$ cat src/rtl/mem_access_ctrl.sv
// MEM-stage controller: turns byte/half/word load and store requests into
// aligned big-endian word accesses, with read-modify-write for sub-word stores.
//
// Ports:
//   clk, reset_n         rising-edge clock, async active-low reset
//   req_valid            EX/MEM holds a memory instruction
//   MemRead, MemWrite    load / store request
//   MemDataSize          00 byte, 01 half, 10 word, 11 illegal
//   MemDataSign          sign-extend loads when 1
//   address, write_data  byte address, right-justified store data
//   stall                hold the upstream pipeline
//   resp_valid, err      access complete / request was rejected
//   read_data            formatted load result, held between responses
//   mem_*                word-wide data memory port
module mem_access_ctrl #(
    parameter int unsigned READ_LAT = 1
) (
    input  logic        clk,
    input  logic        reset_n,
    input  logic        req_valid,
    input  logic        MemRead,
    input  logic        MemWrite,
    input  logic [1:0]  MemDataSize,
    input  logic        MemDataSign,
    input  logic [31:0] address,
    input  logic [31:0] write_data,
    output logic        stall,
    output logic        resp_valid,
    output logic [31:0] read_data,
    output logic        err,
    output logic [31:0] mem_address,
    output logic [31:0] mem_write_data,
    output logic        mem_MemRead,
    output logic        mem_MemWrite,
    input  logic [31:0] mem_read_data
);

    typedef enum logic [2:0] {
        IDLE    = 3'd0,
        RD_WAIT = 3'd1,
        RMW_RD  = 3'd2,
        WR      = 3'd3,
        DONE    = 3'd4
    } state_e;

    localparam logic [3:0] CNT_INIT = 4'(READ_LAT - 1);

    localparam logic [1:0] SZ_BYTE = 2'b00;
    localparam logic [1:0] SZ_HALF = 2'b01;
    localparam logic [1:0] SZ_WORD = 2'b10;
    localparam logic [1:0] SZ_ILL  = 2'b11;

    // Big-endian lanes: byte offset 0 lives in bits [31:24], so the
    // right-shift distance for a byte is (3 - off) * 8 = {~off, 3'b000}.
    function automatic logic [31:0] fmt_load(
        input logic [31:0] w,
        input logic [1:0]  sz,
        input logic [1:0]  off,
        input logic        sgn
    );
        logic [7:0]  b;
        logic [15:0] h;
        logic [31:0] r;
        b = 8'(w >> {~off, 3'b000});
        h = off[1] ? w[15:0] : w[31:16];
        unique case (sz)
            SZ_BYTE: r = {{24{sgn & b[7]}}, b};
            SZ_HALF: r = {{16{sgn & h[15]}}, h};
            default: r = w;
        endcase
        return r;
    endfunction

    function automatic logic [31:0] merge_st(
        input logic [31:0] w,
        input logic [1:0]  sz,
        input logic [1:0]  off,
        input logic [31:0] d
    );
        logic [4:0]  sh;
        logic [31:0] m;
        if (sz == SZ_BYTE) begin
            sh = {~off, 3'b000};
            m  = 32'h0000_00FF;
        end else begin
            sh = off[1] ? 5'd0 : 5'd16;
            m  = 32'h0000_FFFF;
        end
        return (w & ~(m << sh)) | ((d & m) << sh);
    endfunction

    state_e      state_q;
    logic [1:0]  size_q;
    logic        sign_q;
    logic [1:0]  off_q;
    logic [29:0] addr_q;
    logic [31:0] wdata_q;
    logic [31:0] wword_q;
    logic [31:0] rdata_q;
    logic [3:0]  cnt_q;
    logic        rd_q;
    logic        wr_q;
    logic        resp_q;
    logic        err_q;
    logic        stall_q;

    logic req_op;
    logic accept;
    logic bad_req;
    logic ld_go;
    logic sw_go;
    logic sub_go;

    assign req_op = req_valid & (MemRead | MemWrite);
    assign accept = reset_n & req_op & (state_q == IDLE);

    always_comb begin
        bad_req = 1'b0;
        if (MemRead & MemWrite) begin
            bad_req = 1'b1;
        end
        if (MemDataSize == SZ_ILL) begin
            bad_req = 1'b1;
        end
        if ((MemDataSize == SZ_HALF) && address[0]) begin
            bad_req = 1'b1;
        end
        if ((MemDataSize == SZ_WORD) && (address[1:0] != 2'b00)) begin
            bad_req = 1'b1;
        end
    end

    // Mutually exclusive request classes; exactly one holds on accept.
    assign ld_go  = ~bad_req & MemRead;
    assign sw_go  = ~bad_req & MemWrite & (MemDataSize == SZ_WORD);
    assign sub_go = ~bad_req & MemWrite & (MemDataSize != SZ_WORD);

    always_ff @(posedge clk or negedge reset_n) begin
        if (!reset_n) begin
            state_q <= IDLE;
            size_q  <= '0;
            sign_q  <= 1'b0;
            off_q   <= '0;
            addr_q  <= '0;
            wdata_q <= '0;
            wword_q <= '0;
            rdata_q <= '0;
            cnt_q   <= '0;
            rd_q    <= 1'b0;
            wr_q    <= 1'b0;
            resp_q  <= 1'b0;
            err_q   <= 1'b0;
            stall_q <= 1'b0;
        end else begin
            unique case (state_q)
                IDLE: begin
                    if (accept) begin
                        size_q  <= MemDataSize;
                        sign_q  <= MemDataSign;
                        off_q   <= address[1:0];
                        addr_q  <= address[31:2];
                        wdata_q <= write_data;
                        cnt_q   <= CNT_INIT;
                        unique case (1'b1)
                            bad_req: begin
                                state_q <= DONE;
                                resp_q  <= 1'b1;
                                err_q   <= 1'b1;
                                rdata_q <= '0;
                            end
                            ld_go: begin
                                state_q <= RD_WAIT;
                                rd_q    <= 1'b1;
                                stall_q <= 1'b1;
                            end
                            sw_go: begin
                                state_q <= WR;
                                wword_q <= write_data;
                                wr_q    <= 1'b1;
                                stall_q <= 1'b1;
                            end
                            sub_go: begin
                                state_q <= RMW_RD;
                                rd_q    <= 1'b1;
                                stall_q <= 1'b1;
                            end
                        endcase
                    end
                end
                RD_WAIT: begin
                    if (cnt_q == 4'd0) begin
                        state_q <= DONE;
                        rd_q    <= 1'b0;
                        stall_q <= 1'b0;
                        resp_q  <= 1'b1;
                        rdata_q <= fmt_load(mem_read_data, size_q,
                                            off_q, sign_q);
                    end else begin
                        cnt_q <= cnt_q - 4'd1;
                    end
                end
                RMW_RD: begin
                    if (cnt_q == 4'd0) begin
                        state_q <= WR;
                        rd_q    <= 1'b0;
                        wr_q    <= 1'b1;
                        wword_q <= merge_st(mem_read_data, size_q,
                                            off_q, wdata_q);
                    end else begin
                        cnt_q <= cnt_q - 4'd1;
                    end
                end
                WR: begin
                    state_q <= DONE;
                    wr_q    <= 1'b0;
                    stall_q <= 1'b0;
                    resp_q  <= 1'b1;
                    rdata_q <= '0;
                end
                DONE: begin
                    // req_valid is deliberately ignored here so the
                    // completing instruction is not accepted twice.
                    state_q <= IDLE;
                    resp_q  <= 1'b0;
                    err_q   <= 1'b0;
                end
                default: begin
                    state_q <= IDLE;
                end
            endcase
        end
    end

    assign stall          = stall_q | accept;
    assign resp_valid     = resp_q;
    assign err            = err_q;
    assign read_data      = rdata_q;
    assign mem_address    = {addr_q, 2'b00};
    assign mem_write_data = wword_q;
    assign mem_MemRead    = rd_q;
    assign mem_MemWrite   = wr_q;

endmodule

$ cat config.mk
export PLATFORM = sky130hd
export DESIGN_NAME = mem_access_ctrl
export DESIGN_NICKNAME = d
export VERILOG_FILES = /design/src/rtl/mem_access_ctrl.sv
export SDC_FILE = /design/constraint.sdc
export NUM_CORES = 1
export LEC_CHECK = 0
export ABC_AREA = 1
export CAP_MARGIN = 5
export CORE_MARGIN = 2
export CORE_UTILIZATION = 45
export DETAILED_ROUTE_END_ITERATION = 10
export PLACE_DENSITY = 0.75
export SYNTH_ARGS = -nofsm -noshare
export SYNTH_HDL_FRONTEND = slang
export SYNTH_SLANG_ARGS = --single-unit
$ cat constraint.sdc
create_clock -name clk -period 4.2 [get_ports clk]
set_input_delay 0.84 -clock clk [delete_from_list [all_inputs] [get_ports clk]]
set_output_delay 0.84 -clock clk [all_outputs]
set_load 0.02 [all_outputs]
==> flow_summary.ini <==
[sta]
holdWs_ns = 0.479
max_slew.worst_pin.slew_ns = 1.20
rsz0062_at_grt = no
maxSlewHeadroom_pct = 20.2
setup_viol = 0
setup_tns_ns = 0
slew_viol_final = 0
skew_ns = 0.00578
fin_ws_ns = 0.745
hold_viol_final = 0
period_needed_ns = 3.45
fmax_mhz = 289
finalCritPeriodShare_pct = 82.3

[logic_synthesis]
netlist_instances = 807
ys_ff_latch = 127
synth.avg_cell_area_sq_um = 8.07
synth_area_sq_um = 6510
yosysUniqueCellTypes = 35
seq_area_frac_synth_pct = 48.8
synth_warnings = 0

[cells_and_area]
area_delta_synth_final_pct = 41.5
layout_commonest_cell = nand2_1
num_antenna_cells = 0
final_cell_mix = nand2_1 (274), clkdlybuf4s50_1 (201), dfrtp_1 (127)
drive_gt1_share_pct = 9.82
nets = 1100
utilization_pct = 65.9

[place]
pre_cts_ws_ns = 0.747
gp_congestion = 0.929
dp_hpwl_um = 14300
io_buffers = 202

[power_and_ir_drop]
finalPower_mw = 7.49
leakage_nw = 4.37
p_per_area_nw_per_um2 = 813
ir_drop_v = 0.000465

[routing]
antenna_left = 0
route.vias.total = 6226
viasPerCell = 5.24
firstDrtPassIters = 5
drt_iter0_drc = 564
wire_per_inst_um = 16.7
wl_um = 19800
route.detailed.drc = 0

[clock_tree]
clk-insertion-delay-late_ns = 0.42
cts_tree = yes
cts_setup_buffers = 0
cts_buffers = 17
clk_path_buf_depth = 2
clkTransAtPathRegs_ns = 0.05
cts-root-buf = clkbuf_16
cts.sinks = 127
hold_buffers = 0
cts_max_level = 4
ctsResizeCount = 0

[critical_path]
cp.required_ns = 3.36
cp-start-kind = input pin
cp_max_fo = 9
criticalPathCategory = input pin to output port
regToRegSetupSlack_ns = 1.65
cp-end-kind = output port
cp.arrival_ns = 2.61

[floorplanning]
fp-row-count = 43
die_w_um = 124
die_h_um = 124
start_util_pct = 46.5
ios = 205
coreArea_sq_um = 14000
die-area_sq_um = 15400

[global_routing]
grt_pass1_vias = 6043
grt_pass1_wl_um = 31800
grtUsageTotal_pct = 25.8
globalRouteOverflowTotal = 0
antenna_found_initial = 0
grt_max_degree = 77

[run]
timing.max_cap.violations = 0

[min_path]
worstHoldPathType = flop to flop

[status]
status = finished, final reports clean
stage by stage:
stage / std cells / cell area (sq um)
4_1_cts: 1188 / 9220
2_1_floorplan: 808 / 6520
3_5_place_dp: 1156 / 8600
6_report: 1188 / 9220
5_1_grt: 1188 / 9220
3_3_place_gp: 1156 / 8600
state kept, by name, indices dropped and copies added, names as in the netlist, 2 cells and up:
register	cells
cnt_q	4
wdata_q	16
size_q	2
state_q	3
off_q	2
addr_q	30
mem_write_data	32
read_data	32
metal layers:
metal  vias up  part of all wire, %  GRT usage (%)
met3        33                  9.4           8.12
met2       305                   46           40.1
li1       3012                    -              -
met4         0                  2.4           9.45
met5         -                    0              0
met1      2876                   42           33.9
where the power goes:
| group | switching (mW) | internal (mW) |
|---|---|---|
| registers | 0.361 | 1.80 |
| logic | 2.23 | 1.56 |
| clock network | 0.530 | 1.01 |
cell families (layout without fill, tap and decap cells):
kind of cell,Yosys count,in the layout,synth area share (%)
simple gates,455,455,29.6
flops,127,127,48.8
compound gates,101,101,8.17
buf+inv,75,275,5.23
mux,45,45,7.67
xor+xnor,2,2,0.269
fa+ha+maj,1,1,0.192
other cells,1,2,0.0576
cell usage after synthesis:
cell type,n,area share [%]
dfrtp_1,127,49
nand4_2,1,0.19
nand2_4,3,0.52
nand3_1,92,7.1
nand3b_1,1,0.12
nand4_1,3,0.29
clkbuf_1,15,0.86
and2_1,2,0.19
nor2_8,1,0.31
o21ai_2,1,0.13
buf_6,1,0.17
or2_2,7,0.67
o21ai_0,45,3.5
nand2_1,275,16
inv_1,30,1.7
conb_1,1,0.058
a21oi_1,35,2.7
mux2_2,39,6.7
buf_4,5,0.58
nor2_1,62,3.6
nor2_2,2,0.19
nand3_2,1,0.15
o22ai_1,1,0.096
o21ai_1,11,0.85
o211ai_1,7,0.81
buf_8,1,0.23
mux2i_1,6,0.92
ha_1,1,0.19
xor2_1,2,0.27
a22o_1,1,0.13
inv_2,3,0.17
clkinv_1,1,0.058
nand2_2,5,0.48
buf_1,2,0.12
buf_2,17,1.3
final timing paths:
path	from	to	cells past startpoint
max	MemWrite	stall	6
min	read_data[8]	read_data[8]	2
max reg2reg	state_q[2]	mem_write_data[13]	6
min reg2reg	read_data[8]	read_data[8]	2
max in group asynchronous	reset_n	cnt_q[2]	3
min in group asynchronous	reset_n	err	2
critical path, stage by stage:
cell and delay (ns):
clkdlybuf4s50_1 0.57, nor2_1 0.10, nor2_2 0.33, nand2_2 0.09
nand2_1 0.08, clkdlybuf4s50_1 0.59
final cells by class:
class	instances	area, sq um
Clock buffer	27	513
Clock inverter	5	100
Fill cell	1204	4770
Inverter	34	128
Multi-Input combinational cell	606	3000
Sequential cell	127	3180
Tap cell	180	225
Timing Repair Buffer	209	2070
Power figures use the tool's default switching activity.
